**src/rtl/instr_prefetch_buffer_if.sv**
```systemverilog
`default_nettype none
// ============================================================================
// Module   : instr_prefetch_buffer_if
// Purpose  : Core-side handshake and RAM port A signals of the instruction
//            prefetch buffer, bundled with master (buffer) and slave views.
// Revision : 1.0 - initial release
// ============================================================================
interface instr_prefetch_buffer_if #(
    parameter int ADDR_WIDTH = 16,
    parameter int LINE_WIDTH = 128
);
    logic                  req_i;
    logic                  branch_i;
    logic [ADDR_WIDTH-1:0] branch_addr_i;
    logic                  instr_valid_o;
    logic                  instr_ready_i;
    logic [31:0]           instr_rdata_o;
    logic [ADDR_WIDTH-1:0] instr_addr_o;
    logic                  en_a_o;
    logic [ADDR_WIDTH-1:0] addr_a_o;
    logic [LINE_WIDTH-1:0] rdata_a_i;

    // Prefetch buffer side
    modport master (
        input  req_i, branch_i, branch_addr_i, instr_ready_i, rdata_a_i,
        output instr_valid_o, instr_rdata_o, instr_addr_o, en_a_o, addr_a_o
    );

    // Core / RAM side
    modport slave (
        output req_i, branch_i, branch_addr_i, instr_ready_i, rdata_a_i,
        input  instr_valid_o, instr_rdata_o, instr_addr_o, en_a_o, addr_a_o
    );
endinterface
`default_nettype wire

```
**src/rtl/instr_prefetch_buffer.sv**
```systemverilog
`default_nettype none
// ============================================================================
// Module   : instr_prefetch_buffer
// Purpose  : Fetches LINE_WIDTH-bit lines from RAM port A and serves them to
//            the core one 32-bit word at a time; flushes on branch redirect.
// Revision : 1.0 - initial release
// ============================================================================
module instr_prefetch_buffer #(
    parameter int                    ADDR_WIDTH = 16,
    parameter int                    LINE_WIDTH = 128,
    parameter logic [ADDR_WIDTH-1:0] BOOT_ADDR  = '0
) (
    input wire clk_i,
    input wire rst_i,
    instr_prefetch_buffer_if.master bus
);
    localparam int WORDS = LINE_WIDTH / 32;
    localparam int PTR_W = (WORDS > 1) ? $clog2(WORDS) : 1;
    localparam int CNT_W = $clog2(WORDS + 1);
    localparam logic [ADDR_WIDTH-1:0] LINE_BYTES = ADDR_WIDTH'(4 * WORDS);
    localparam logic [CNT_W-1:0]      FULL_COUNT = CNT_W'(WORDS);

    logic [ADDR_WIDTH-1:0] fetch_addr;
    logic [ADDR_WIDTH-1:0] line_base;
    logic [ADDR_WIDTH-1:0] line_base_next;
    logic [31:0]           line_buf [WORDS];
    logic [PTR_W-1:0]      rd_ptr;
    logic [CNT_W-1:0]      count;
    logic                  pending;

    logic                  handshake;
    logic                  issue;
    logic [ADDR_WIDTH-1:0] issue_addr;

    // Request decision: a branch always issues; otherwise refill only once the
    // buffer is empty or its last word is leaving, and never over a pending line.
    always_comb begin
        handshake  = (count != '0) && bus.instr_ready_i;
        issue_addr = bus.branch_i ? {bus.branch_addr_i[ADDR_WIDTH-1:2], 2'b00} : fetch_addr;
        issue      = bus.branch_i ||
                     (bus.req_i && !pending &&
                      ((count == '0) || ((count == CNT_W'(1)) && handshake)));
    end

    // Reset is folded in so the port stays quiet the instant reset asserts.
    assign bus.en_a_o   = issue && !rst_i;
    assign bus.addr_a_o = rst_i ? BOOT_ADDR : issue_addr;

    // Core-facing outputs come only from registered state.
    assign bus.instr_valid_o = (count != '0);
    assign bus.instr_rdata_o = line_buf[rd_ptr];
    assign bus.instr_addr_o  = line_base + ADDR_WIDTH'({rd_ptr, 2'b00});

    // Line tracking, capture and consumption; branch overrides capture and handshake.
    always_ff @(posedge clk_i or posedge rst_i) begin
        if (rst_i) begin
            fetch_addr     <= BOOT_ADDR;
            line_base      <= BOOT_ADDR;
            line_base_next <= BOOT_ADDR;
            rd_ptr         <= '0;
            count          <= '0;
            pending        <= 1'b0;
            for (int i = 0; i < WORDS; i++) begin
                line_buf[i] <= '0;
            end
        end else begin
            pending <= issue;
            if (issue) begin
                line_base_next <= issue_addr;
                fetch_addr     <= issue_addr + LINE_BYTES;
            end

            if (bus.branch_i) begin
                count <= '0;
            end else if (pending) begin
                for (int i = 0; i < WORDS; i++) begin
                    line_buf[i] <= bus.rdata_a_i[32*i +: 32];
                end
                count     <= FULL_COUNT;
                rd_ptr    <= '0;
                line_base <= line_base_next;
            end else if (handshake) begin
                rd_ptr <= rd_ptr + PTR_W'(1);
                count  <= count - CNT_W'(1);
            end
        end
    end
endmodule
`default_nettype wire

```
**src/flat_wrapper.sv**
```systemverilog
// flat-port wrapper written by rule: the top's interface ports become plain ports
module instr_prefetch_buffer_flat 
#(
    parameter int                    ADDR_WIDTH = 16,
    parameter int                    LINE_WIDTH = 128,
    parameter logic [ADDR_WIDTH-1:0] BOOT_ADDR  = '0
)
  (clk_i, rst_i, bus_req_i, bus_branch_i, bus_branch_addr_i, bus_instr_ready_i, bus_rdata_a_i, bus_instr_valid_o, bus_instr_rdata_o, bus_instr_addr_o, bus_en_a_o, bus_addr_a_o);
  instr_prefetch_buffer_if #(.ADDR_WIDTH(ADDR_WIDTH), .LINE_WIDTH(LINE_WIDTH)) bus_i ();
  input wire clk_i;
  input wire rst_i;
  input wire logic [$bits(bus_i.req_i)-1:0] bus_req_i;
  input wire logic [$bits(bus_i.branch_i)-1:0] bus_branch_i;
  input wire logic [$bits(bus_i.branch_addr_i)-1:0] bus_branch_addr_i;
  input wire logic [$bits(bus_i.instr_ready_i)-1:0] bus_instr_ready_i;
  input wire logic [$bits(bus_i.rdata_a_i)-1:0] bus_rdata_a_i;
  output wire logic [$bits(bus_i.instr_valid_o)-1:0] bus_instr_valid_o;
  output wire logic [$bits(bus_i.instr_rdata_o)-1:0] bus_instr_rdata_o;
  output wire logic [$bits(bus_i.instr_addr_o)-1:0] bus_instr_addr_o;
  output wire logic [$bits(bus_i.en_a_o)-1:0] bus_en_a_o;
  output wire logic [$bits(bus_i.addr_a_o)-1:0] bus_addr_a_o;
  assign bus_i.req_i = bus_req_i;
  assign bus_i.branch_i = bus_branch_i;
  assign bus_i.branch_addr_i = bus_branch_addr_i;
  assign bus_i.instr_ready_i = bus_instr_ready_i;
  assign bus_i.rdata_a_i = bus_rdata_a_i;
  assign bus_instr_valid_o = bus_i.instr_valid_o;
  assign bus_instr_rdata_o = bus_i.instr_rdata_o;
  assign bus_instr_addr_o = bus_i.instr_addr_o;
  assign bus_en_a_o = bus_i.en_a_o;
  assign bus_addr_a_o = bus_i.addr_a_o;
  instr_prefetch_buffer #(.ADDR_WIDTH(ADDR_WIDTH), .LINE_WIDTH(LINE_WIDTH), .BOOT_ADDR(BOOT_ADDR)) u_core (.clk_i(clk_i), .rst_i(rst_i), .bus(bus_i));
endmodule
```
**config.mk**
```make
export PLATFORM = sky130hd
export DESIGN_NAME = instr_prefetch_buffer_flat
export DESIGN_NICKNAME = d
export VERILOG_FILES = /design/src/rtl/instr_prefetch_buffer_if.sv /design/src/rtl/instr_prefetch_buffer.sv /design/src/flat_wrapper.sv
export SDC_FILE = /design/constraint.sdc
export NUM_CORES = 1
export LEC_CHECK = 0
export CAP_MARGIN = 10
export CORE_UTILIZATION = 30
export CTS_BUF_LIST = sky130_fd_sc_hd__clkbuf_8
export DETAILED_ROUTE_END_ITERATION = 16
export GPL_TIMING_DRIVEN = 0
export PLACE_DENSITY_LB_ADDON = 0.05
export SLEW_MARGIN = 5
export SYNTH_ARGS = -nofsm -noshare
export SYNTH_HDL_FRONTEND = slang
export SYNTH_SLANG_ARGS = --single-unit
```
**constraint.sdc**
```tcl
create_clock -name clk_i -period 8.1 [get_ports clk_i]
set_input_delay 1.62 -clock clk_i [delete_from_list [all_inputs] [get_ports clk_i]]
set_output_delay 1.62 -clock clk_i [all_outputs]
set_load 0.01 [all_outputs]
```
==> run summary <==
STATUS
-------------------------------------------------------------------------------------
Result of the run                                                        complete, no violations

CLOCK NETWORK
-------------------------------------------------------------------------------------
Clock-pin slew of the registers on the worst-case setup and hold paths        0.09 ns
Number of buffers added to fix hold violations after cts                            0
Sinks on Clock Net                                                                178
Later-pin clock latency in the skew report                                    0.44 ns
Post-CTS Setup Repair Bufs                                                          0
CTS tree                                                                         done
CTS resizes                                                                         0
TritonCTS Buffers                                                                  17
Max clock buf depth                                                                 2
Root buffer cell                                                         sky130_fd_sc_hd__clkbuf_8
H-tree levels                                                                       4

LOGIC SYNTHESIS
-------------------------------------------------------------------------------------
Number of enable flip-flop cells after synthesis                                    0
Primary flip-flop cell chosen by synthesis mapping                       sky130_fd_sc_hd__dfrtp_1
Post-synthesis instance area                                                8330 um^2
Fraction of registers with async set/reset                                       100%
Number of standard cells after synthesis                                          586
Net count after synthesis                                                         742
Synth top area cells                                                     sky130_fd_sc_hd__dfrtp_1 (53%), sky130_fd_sc_hd__mux2_2 (20%), sky130_fd_sc_hd__mux4_2 (8.7%)
Count of state elements after synthesis                                           178
Most frequent cell after synthesis                                       sky130_fd_sc_hd__dfrtp_1
Number of unique standard cell types used by synthesis                             39
Most area-hungry cell type in the Yosys netlist                          sky130_fd_sc_hd__dfrtp_1
Leading cell types by count after synthesis                              sky130_fd_sc_hd__dfrtp_1 (178), sky130_fd_sc_hd__mux2_2 (146), sky130_fd_sc_hd__mux4_2 (32), sky130_fd_sc_hd__nor2_1 (31), sky130_fd_sc_hd__nand2_1 (24)
Area share of the leading cell type in the synthesized netlist                  53.5%
Share of the yosys chip area belonging to registers                             53.5%
Average size of a mapped cell                                               14.2 um^2
Number of warnings reported in the yosys synthesis log                              0

STA
-------------------------------------------------------------------------------------
Setup TNS after final layout                                                     0 ns
Number of hold-slack violations in the final timing report                          0
Final setup violation count                                                         0
Top achievable clock speed                                                    179 MHz
Final Slew Violations                                                               0
Setup repair after global routing missed its margin                             false
Slew of the pin with the lowest slew margin                                  0.838 ns
Post-route worst hold slack                                                  0.508 ns
Relative max-transition margin                                                  44.1%
Worst Skew                                                                  0.0154 ns
Minimum clock period after layout                                             5.60 ns
Tcrit/Tclk final                                                                69.1%

JOB
-------------------------------------------------------------------------------------
Maxcap violations                                                                   0

FLOORPLAN
-------------------------------------------------------------------------------------
Placeable core region                                                     27,100 um^2
IO Pins                                                                           215
Horizontal die dimension                                                       169 um
Cell Rows                                                                          60
Initial Util                                                                    30.7%
Overall die area                                                          28,400 um^2
Chip height                                                                    169 um

ROUTE
-------------------------------------------------------------------------------------
Drt via density                                                                  4.67
Initial DRC count                                                                 232
Vias after detailed routing                                                     5,609
DRC violation count after routing                                                   0
Initial DRT Pass Iterations                                                         4
Wire length per cell                                                          19.1 um
Total routed wirelength                                                     22,900 um
Remaining antenna violation count after routing                                     0

GLOBAL ROUTE
-------------------------------------------------------------------------------------
First-pass GRT wire length                                                  36,200 um
Vias in the first global route                                                  6,214
Number of antenna violations at the first check in global routing                   3
Overall fraction of global-route tracks in use                                  16.8%
Largest net degree at the start of global routing                                 104
Total global routing overflow                                                       0

CELLS AND AREA
-------------------------------------------------------------------------------------
Fraction of final layout cells with drive strength greater than 1               30.1%
Cell Count, Final, Fillers Out                                                  1,201
Final-layout fill cell count                                                    2,573
Net count reported at finish                                                      973
Area delta synth->final                                                         35.4%

MIN PATH
-------------------------------------------------------------------------------------
Hold Crit Class                                                          flip-flop to flip-flop

PWR
-------------------------------------------------------------------------------------
Cell area power density                                                   202 nW/um^2
Clock network power share                                                       24.4%
Share of total power in combinational logic                                     26.4%
Internal power contribution                                                 0.00161 W
Switching power summed over all nets                                       0.000665 W
Power share of the sequential group                                             49.2%
Leak pwr                                                                      4.51 nW
Maximum vdd ir drop                                                          0.108 mV
Switching part of the total power                                               29.2%

CRITICAL PATH
-------------------------------------------------------------------------------------
Required time of the worst setup path                                         6.48 ns
Type of element launching the critical path                                input port
Maximum net fanout on the critical path                                           103
Setup crit end kind                                                        output pin
Worst setup path class                                                   input port to output pin
Register-to-register path setup slack                                         5.87 ns
Critical Path AT                                                              3.98 ns

PLACE
-------------------------------------------------------------------------------------
Global placement routability congestion                                         0.859
HPWL Detailed                                                               16,800 um
Number of I/O port buffers                                                        211
Number of placed cells counting well taps                                       1,170

state kept, by name, summed over array words and instances (netlist names):
register / cells
u_core.line_buf: 128
u_core.line_base: 16
u_core.line_base_next: 16
u_core.fetch_addr: 12
u_core.count: 3
u_core.rd_ptr: 2
u_core.pending: 1
cells in the final DEF (no fill, tap or decap), types with 3 or more instances in the layout:
master and n:
sky130_fd_sc_hd__dfrtp_1 178, sky130_fd_sc_hd__nor2_1 31, sky130_fd_sc_hd__nor2b_1 3, sky130_fd_sc_hd__nand3b_1 4
sky130_fd_sc_hd__nor3_1 3, sky130_fd_sc_hd__inv_6 4, sky130_fd_sc_hd__nand4_1 4, sky130_fd_sc_hd__a21oi_1 15
sky130_fd_sc_hd__mux4_2 32, sky130_fd_sc_hd__clkbuf_1 6, sky130_fd_sc_hd__buf_4 8, sky130_fd_sc_hd__nand2b_1 4
sky130_fd_sc_hd__clkinvlp_4 6, sky130_fd_sc_hd__mux2i_1 18, sky130_fd_sc_hd__and2_1 4, sky130_fd_sc_hd__buf_2 21
sky130_fd_sc_hd__xnor2_1 16, sky130_fd_sc_hd__o21ai_0 13, sky130_fd_sc_hd__nand3_1 8, sky130_fd_sc_hd__nand2_1 24
sky130_fd_sc_hd__ha_1 6, sky130_fd_sc_hd__mux2_2 146, sky130_fd_sc_hd__xor2_1 13, sky130_fd_sc_hd__clkbuf_8 17
sky130_fd_sc_hd__clkdlybuf4s50_1 211, sky130_fd_sc_hd__inv_1 8
kinds of logic (layout without fill, tap and decap cells):
kind of cell	count (synthesis)	in the layout	share of synthesized area, %
AOI/OAI and AO/OA	35	35	2.64
muxes	197	197	30.7
xor gates and xnor gates	29	29	3.05
adders and majority gates	7	7	1.14
and+or+nand+nor	93	93	5.99
other	0	1	0
DFF	178	178	53.5
buffers and inverters	47	289	2.99
layer usage:
layer,up-vias,GRT usage (%),wire [um]
met5,-,0,26
met4,4,3.99,233
met3,18,5.26,1600
met2,166,27.3,10800
met1,2859,21.9,10200
li1,2562,-,-
worst max-delay path, cell delays in order:
cell and delay [ns]:
sky130_fd_sc_hd__clkdlybuf4s50_1 0.60, sky130_fd_sc_hd__inv_8 0.48, sky130_fd_sc_hd__buf_16 0.43, sky130_fd_sc_hd__and2_1 0.22, sky130_fd_sc_hd__clkdlybuf4s50_1 0.55
cell type report:
class / count / area [um^2] / share of cell area (%)
Antenna cell: 1 / 2.50 / 0.0222
Clock buffer: 17 / 234 / 2.07
Clock inverter: 13 / 104 / 0.920
Sequential cell: 178 / 4450 / 39.5
Multi-Input combinational cell: 361 / 3630 / 32.1
Buffer: 38 / 215 / 1.91
Tap cell: 372 / 465 / 4.13
Timing Repair Buffer: 212 / 2140 / 19.0
Inverter: 9 / 41.3 / 0.366
worst paths after layout:
| check | start | end | depth (start not counted) |
|---|---|---|---|
| setup / recovery | rst_i | bus_addr_a_o[2] | 5 |
| hold / removal | u_core.line_buf[78] | u_core.line_buf[78] | 1 |
| setup reg to reg | u_core.count[0] | u_core.line_base_next[11] | 9 |
| hold reg to reg | u_core.line_buf[78] | u_core.line_buf[78] | 1 |
| max in group asynchronous | rst_i | u_core.line_buf[110] | 3 |
| min in group asynchronous | rst_i | u_core.fetch_addr[8] | 2 |
through the flow:
stage          utilization [%]  area [um^2]  setup slack [ns]  total power [W]
2_1_floorplan                -         8330             0.657          0.00145
3_3_place_gp              40.2        10900             -2.17          0.00173
3_5_place_dp              40.4        10900              2.36          0.00175
4_1_cts                   41.6        11300              2.34          0.00233
5_1_grt                   41.6        11300              2.21          0.00242
6_report                  41.6        11300              2.50          0.00228
power groups by stage:
stage / Combinational, W / Sequential, W / Clock [W]
3_5_place_dp: 0.000612 / 0.00114 / 0
6_report: 0.000602 / 0.00112 / 0.000556
2_1_floorplan: 0.000342 / 0.00111 / 0
4_1_cts: 0.000615 / 0.00112 / 0.000587
5_1_grt: 0.000653 / 0.00114 / 0.000619
3_3_place_gp: 0.000600 / 0.00113 / 0
No activity file was read; power rests on OpenSTA's default activity.
